<file path="src/rtl/instr_fetch.sv">
// instr_fetch: fetch stage issuing one outstanding imem request at a time into a small decode FIFO.
// A flush empties the FIFO and, if a response is still in flight, marks it for discard.
module instr_fetch #(
  parameter int ADDR_W = 32,
  parameter int DEPTH  = 2
) (
  input  logic              clock,
  input  logic              reset,
  input  logic [ADDR_W-1:0] pc_in,
  output logic              pc_incr,
  input  logic              flush,
  output logic              imem_req,
  output logic [ADDR_W-1:0] imem_addr,
  input  logic              imem_gnt,
  input  logic              imem_rvalid,
  input  logic [31:0]       imem_rdata,
  output logic              dec_valid,
  output logic [31:0]       dec_instr,
  output logic [ADDR_W-1:0] dec_pc,
  input  logic              dec_ready
);
  localparam int PW = $clog2(DEPTH);
  localparam int CW = $clog2(DEPTH + 1);

  typedef enum logic [1:0] {IDLE, REQ, WAIT} state_t;

  state_t            state_q, state_d;
  logic [CW-1:0]     count_q, count_d;
  logic [PW-1:0]     wptr_q, rptr_q;
  logic              discard_q, discard_d;
  logic [ADDR_W-1:0] pend_pc_q;
  logic [31:0]       instr_mem_q [DEPTH];
  logic [ADDR_W-1:0] pc_mem_q [DEPTH];
  logic              in_wait, push, pop, room;

  always_ff @(posedge clock or posedge reset) begin
    if (reset) begin
      state_q   <= IDLE;
      count_q   <= '0;
      discard_q <= 1'b0;
      wptr_q    <= '0;
      rptr_q    <= '0;
      pend_pc_q <= '0;
      for (int i = 0; i < DEPTH; i++) begin
        instr_mem_q[i] <= '0;
        pc_mem_q[i]    <= '0;
      end
    end else begin
      state_q   <= state_d;
      count_q   <= count_d;
      discard_q <= discard_d;
      if (pc_incr) pend_pc_q <= pc_in;
      if (push) begin
        instr_mem_q[wptr_q] <= imem_rdata;
        pc_mem_q[wptr_q]    <= pend_pc_q;
        wptr_q              <= wptr_q + PW'(1);
      end
      rptr_q <= flush ? wptr_q : pop ? rptr_q + PW'(1) : rptr_q;
    end
  end

  // Datapath next-state: flush overrides both push and pop
  always_comb begin
    in_wait   = state_q == WAIT;
    push      = in_wait && imem_rvalid && !discard_q && !flush;
    pop       = dec_valid && dec_ready && !flush;
    count_d   = flush ? '0 : count_q + CW'(push) - CW'(pop);
    room      = count_d < CW'(DEPTH);
    discard_d = (in_wait && flush && !imem_rvalid) ? 1'b1 :
                (in_wait && imem_rvalid) ? 1'b0 : discard_q;
  end

  always_comb begin
    state_d = state_q;
    case (state_q)
      IDLE:    state_d = room ? REQ : IDLE;
      REQ:     state_d = pc_incr ? WAIT : REQ;
      WAIT:    state_d = imem_rvalid ? (room ? REQ : IDLE) : WAIT;
      default: state_d = IDLE;
    endcase
  end

  always_comb begin
    imem_req  = (state_q == REQ) && !flush;
    imem_addr = pc_in;
    pc_incr   = imem_req && imem_gnt;
    dec_valid = count_q != '0;
    dec_instr = instr_mem_q[rptr_q];
    dec_pc    = pc_mem_q[rptr_q];
  end
endmodule

</file>
<file path="config.mk">
export PLATFORM = sky130hd
export DESIGN_NAME = instr_fetch
export DESIGN_NICKNAME = d
export VERILOG_FILES = /design/src/rtl/instr_fetch.sv
export SDC_FILE = /design/constraint.sdc
export NUM_CORES = 1
export LEC_CHECK = 0
export ABC_CLOCK_PERIOD_IN_PS = 5900
export BUFFER_PORTS_ARGS = -buffer_cell sky130_fd_sc_hd__buf_4
export CAP_MARGIN = 20
export CORE_ASPECT_RATIO = 0.5
export CORE_UTILIZATION = 55
export CTS_CLUSTER_DIAMETER = 150
export DETAILED_ROUTE_END_ITERATION = 16
export MAX_ROUTING_LAYER = met4
export PLACE_DENSITY = 0.83
export SLEW_MARGIN = 20
export SYNTH_ARGS = -nofsm -noshare
export SYNTH_HDL_FRONTEND = slang
export SYNTH_SLANG_ARGS = --single-unit
export TNS_END_PERCENT = 30
</file>
<file path="constraint.sdc">
create_clock -name clock -period 5.9 [get_ports clock]
set_input_delay 0.59 -clock clock [delete_from_list [all_inputs] [get_ports clock]]
set_output_delay 0.59 -clock clock [all_outputs]
set_load 0.03 [all_outputs]
</file>
Word-level counts from Yosys, hierarchy flattened. Index checks and enable logic that the tools add are counted.

Bits in registers: 167. Logic and storage cells: 58.

$add $sub $neg: 4. Magnitude comparators: 4. Equality and inequality tests: 2. Mux-type cells: 19. Bitwise gates (word level): 2. Reduce and logical (&&, ||, !) cells: 17.

Operator list (count): $mux 32 (7); $bwmux 64 (2); $demux 32 s1 (1); $logic_and 1x1->1 (10); $mux 2 (3); $pmux 2 s3 (1); $reduce_bool 2->1 (3); $mux 1 (5); $ge 2x2->1 const B (2); $not 1->2 (2); $logic_not 1->1 (3); $add 1x1->1 const B (2); $add 2x1->2 (1); $eq 2x1->1 const B (1); $eq 2x2->1 const B (1); $logic_not 2->1 (1); $lt 2x1->1 const B (1); $lt 2x2->1 const B (1); $sub 2x1->2 (1).

Logic depth before layout (Yosys ltp).
Depth in word-level cells: 11. Mapped depth: 9. Depth with buffers taken out: 8.

Worst setup path after synthesis. Ideal clock, no wire load.

Path kind: in2out. From: input flush. To: output pc_incr. Arrival time: 1724 ps. Required time: 5310 ps. Path slack: 3586 ps. Cell stages on the path: 5. Cells stage by stage: buf_4 -> nor3b_2 -> nand2_1 -> inv_2 -> buf_4.

Cells in the longest elaborated chain, start to end: 3.

RTL lines: start: declaration (line 11) `input logic flush,`; $logic_not 1->1 (line 84) `imem_req = (state_q == REQ) && !flush;`; $logic_and 1x1->1 (line 84); net imem_req (line 12) `output logic imem_req,`; $logic_and 1x1->1 (line 86) `pc_incr = imem_req && imem_gnt;`; end: declaration (line 10) `output logic pc_incr,`.

The timed path passes the listed nets, and every way through them passes these cells.

Final worst setup path.
From: register rptr_q. To: output dec_instr[26].

Cells in the longest elaborated chain, start to end: 4.

RTL lines: start: declaration (line 29) `logic [PW-1:0] wptr_q, rptr_q;`; start signal: assignment (line 58) `rptr_q <= flush ? wptr_q : pop ? rptr_q + PW'(1) : rptr_q;`; $not 1->2 (implied by the code) (line 88) `dec_instr = instr_mem_q[rptr_q];`; $mux 32 (implied by the code) (3 in series) (line 88); end: declaration (line 18) `output logic [31:0] dec_instr,`.

Every way passes these cells. The select of a mux whose other input is x is not followed.

==> results by group <==
Outcome
  • Outcome: completed

Global route
  • Global Route Usage Sum: 21.14%
  • Antenna violations before repair: 0
  • Congestion Overflow GR: 0
  • Wire length of the first global-routing pass: 23,380 um
  • Maximum number of pins on one net before global-route repair: 119
  • Via count of the first global-routing pass: 4,449

STA
  • Min Clock Period, post-route: 3097 ps
  • Number of failing hold endpoints at the final stage: 0
  • Number of max-slew violations in the final report: 0
  • Endpoints failing setup: 0
  • Top achievable clock speed: 322.9 MHz
  • Remaining max-slew budget at the tightest pin: 42.54%
  • Worst-Margin Slew: 860.6 ps
  • Post-route setup TNS: 0 ps
  • Setup repair after global routing missed its margin: no
  • Crit path setup slack, layout: 2803 ps
  • Post-route fraction of the period consumed by the critical path: 52.48%
  • Layout Skew: 11.95 ps
  • Final hold slack: 331.9 ps

Synth
  • Average instance area after synthesis: 16.46 sq um
  • Number of synthesized register bits: 167
  • Yosys warning count: 0
  • Number of cells produced by synthesis: 478
  • Cell area after synthesis: 7869 sq um
  • Net Count, Synth: 550
  • Sequential area share after synthesis: 53.11%
  • Number of enable flip-flop cells after synthesis: 0
  • Most used flip-flop cell after synthesis: sky130_fd_sc_hd__dfrtp_1
  • Number of distinct library cell variants in the gate-level netlist after synthesis: 25
  • Share of flip-flops with an asynchronous set or reset after synthesis: 100.0%

Worst setup path
  • Critical path launch point type: flop
  • Arrival time worst endpoint: 2510 ps
  • Kind of capture point of the worst setup path: output port
  • Critical path's slowest cell: sky130_fd_sc_hd__dfrtp_2
  • Critical register-to-register path startpoint: state_q[0]$_DFF_PP0_
  • Largest driver fanout on the critical path: 35
  • Critical register-to-register path endpoint: pc_mem_q[17]$_DFFE_PP0P_
  • Worst Path Buf+Inv: 2
  • Data required time of the worst path: 5310 ps
  • Sequence of cells on the critical path: buf_4 > mux2_2 > buf_4
  • Maximum single-stage delay on the critical path: 920 ps
  • CP most frequent cell: sky130_fd_sc_hd__buf_4
  • Register-to-register setup slack: 3280 ps
  • Register-to-Register Path Depth: 4
  • WS Path Type: reg -> out
  • Family with the most delay on the worst path: flip-flops

Die
  • Full die area: 14,820 sq um
  • Row count: 30
  • Horizontal die dimension: 171.2 um
  • Number of top-level design ports: 169
  • Starting Density: 57.28%
  • Vertical die dimension: 86.58 um
  • Core region area: 13,740 sq um

Drt
  • Wire length per cell: 17.61 um
  • Via count: 4,155
  • Final WL: 14,400 um
  • Number of iterations in the first detailed-routing pass: 4
  • 1st-iter DRT viols: 130
  • Count of unresolved DRC violations after routing: 0
  • Antenna-violating nets left: 0
  • Via-to-Cell Ratio: 5.079

Placement
  • Placement Setup Slack: 3086 ps
  • HPWL after detailed placement: 9243 um
  • Routability-driven placement congestion ratio: 0.7388
  • Input/output buffers: 168

Clock network
  • Root Buffer: sky130_fd_sc_hd__clkbuf_16
  • Clock tree sinks: 167
  • Number of gates resized after cts: 0
  • H-tree levels: 4
  • Post-CTS Hold Buffers: 0
  • Clock transition at the register clock pins on the worst setup and hold paths after CTS: 60 ps
  • Insertion delay of the later-clocked pin in the worst-skew pair: 410 ps
  • Number of buffers inserted to repair setup after CTS: 0
  • Largest buffer count on any clock path: 2
  • Clock tree from TritonCTS: yes
  • Number of buffers inserted during clock tree synthesis: 17

Power and ir drop
  • Leakage power: 4.924 nW
  • Worst vdd ir: 0.2503 mV
  • Power per standard cell area: 489.7 nW/um^2

Finish
  • Area growth from synthesis to final layout: 20.70%
  • Share of layout cells above drive strength 1: 63.90%
  • Most common cell after layout, fill and taps aside: sky130_fd_sc_hd__buf_4
  • NumNets Final: 685
  • Leading cell types in the layout, fill and taps excluded: sky130_fd_sc_hd__buf_4, sky130_fd_sc_hd__dfrtp_1, sky130_fd_sc_hd__mux2_4, sky130_fd_sc_hd__mux2_2, sky130_fd_sc_hd__mux2_1
  • Number of inserted diodes: 0
  • # fillers: 983

Job
  • Count of max-cap constraint violations: 0

Min path
  • Type of the most critical hold path: in -> async
[worst max path at each step]
stage	startpoint	end	slack [ps]	depth (start not counted)
floorplan	reset	count_q[0]$_DFF_PP0_	790	1
finish	rptr_q$_DFFE_PP0P_	dec_instr[26]	2800	3
global route	rptr_q$_DFFE_PP0P_	dec_instr[21]	2720	3
global placement	flush	pc_mem_q[17]$_DFFE_PP0P_	3120	5
CTS	rptr_q$_DFFE_PP0P_	dec_instr[7]	2800	3
detailed placement	flush	pc_mem_q[20]$_DFFE_PP0P_	3090	5
[routing by layer]
layer,global-route usage [%],share of wire (%),vias to the layer above
met5,-,0,-
met1,26.64,45,2142
met4,5.682,0.69,0
met2,35.70,52,76
li1,-,-,1925
met3,3.562,2.9,12
[flip-flops by register name (all words and copies together) (netlist names)]
name and flops:
pc_mem_q 64, count_q 2, rptr_q 1, state_q 2, instr_mem_q 64, discard_q 1
wptr_q 1, pend_pc_q 32
[stage by stage]
step	power (mW)	util [%]	instance area, sq um	std cells
2_1_floorplan	3.055	-	7869	478
3_3_place_gp	3.512	64.85	8910	786
3_5_place_dp	3.580	64.85	8910	786
4_1_cts	4.700	69.12	9495	818
5_1_grt	4.881	69.13	9498	818
6_report	4.651	69.13	9498	818
[kinds of logic (layout without fill, tap and decap cells)]
logic type,Yosys count,count (layout),synth area share [%]
adders and majority gates,2,2,0.3180
and+or+nand+nor,12,12,1.113
DFF,167,167,53.11
muxes,224,224,37.78
xor gates and xnor gates,4,4,0.4453
AOI/OAI and AO/OA,8,8,0.5724
buffers and inverters,61,209,6.663
[power by group]
part / switching (mW) / internal (mW)
combinational: 0.780 / 0.918
clock: 0.464 / 0.639
sequential: 0.297 / 1.55
[synth_stat cells, types with 3 or more instances]
cell type	number	share of area [%]
sky130_fd_sc_hd__dfrtp_1	167	53
sky130_fd_sc_hd__o21ai_0	3	0.19
sky130_fd_sc_hd__buf_4	37	3.5
sky130_fd_sc_hd__buf_2	5	0.32
sky130_fd_sc_hd__mux2_4	120	23
sky130_fd_sc_hd__buf_6	7	1.0
sky130_fd_sc_hd__mux2_2	68	9.7
sky130_fd_sc_hd__nand2_1	3	0.14
sky130_fd_sc_hd__inv_1	3	0.14
sky130_fd_sc_hd__a21oi_1	4	0.25
sky130_fd_sc_hd__mux2_1	36	5.2
sky130_fd_sc_hd__buf_12	6	1.5
[cell type report]
cell class              instances  area [sq um]  area share (%)
flip-flops and latches        167          4180           44.01
multi-input cells             250          3171           33.38
repair buffers                173          1299           13.67
clock buffers                  18         439.2           4.624
well taps                     192         240.2           2.529
clock inverters                14         146.4           1.541
inverters                       4         22.52          0.2371
(Power assumes the default switching activity.)
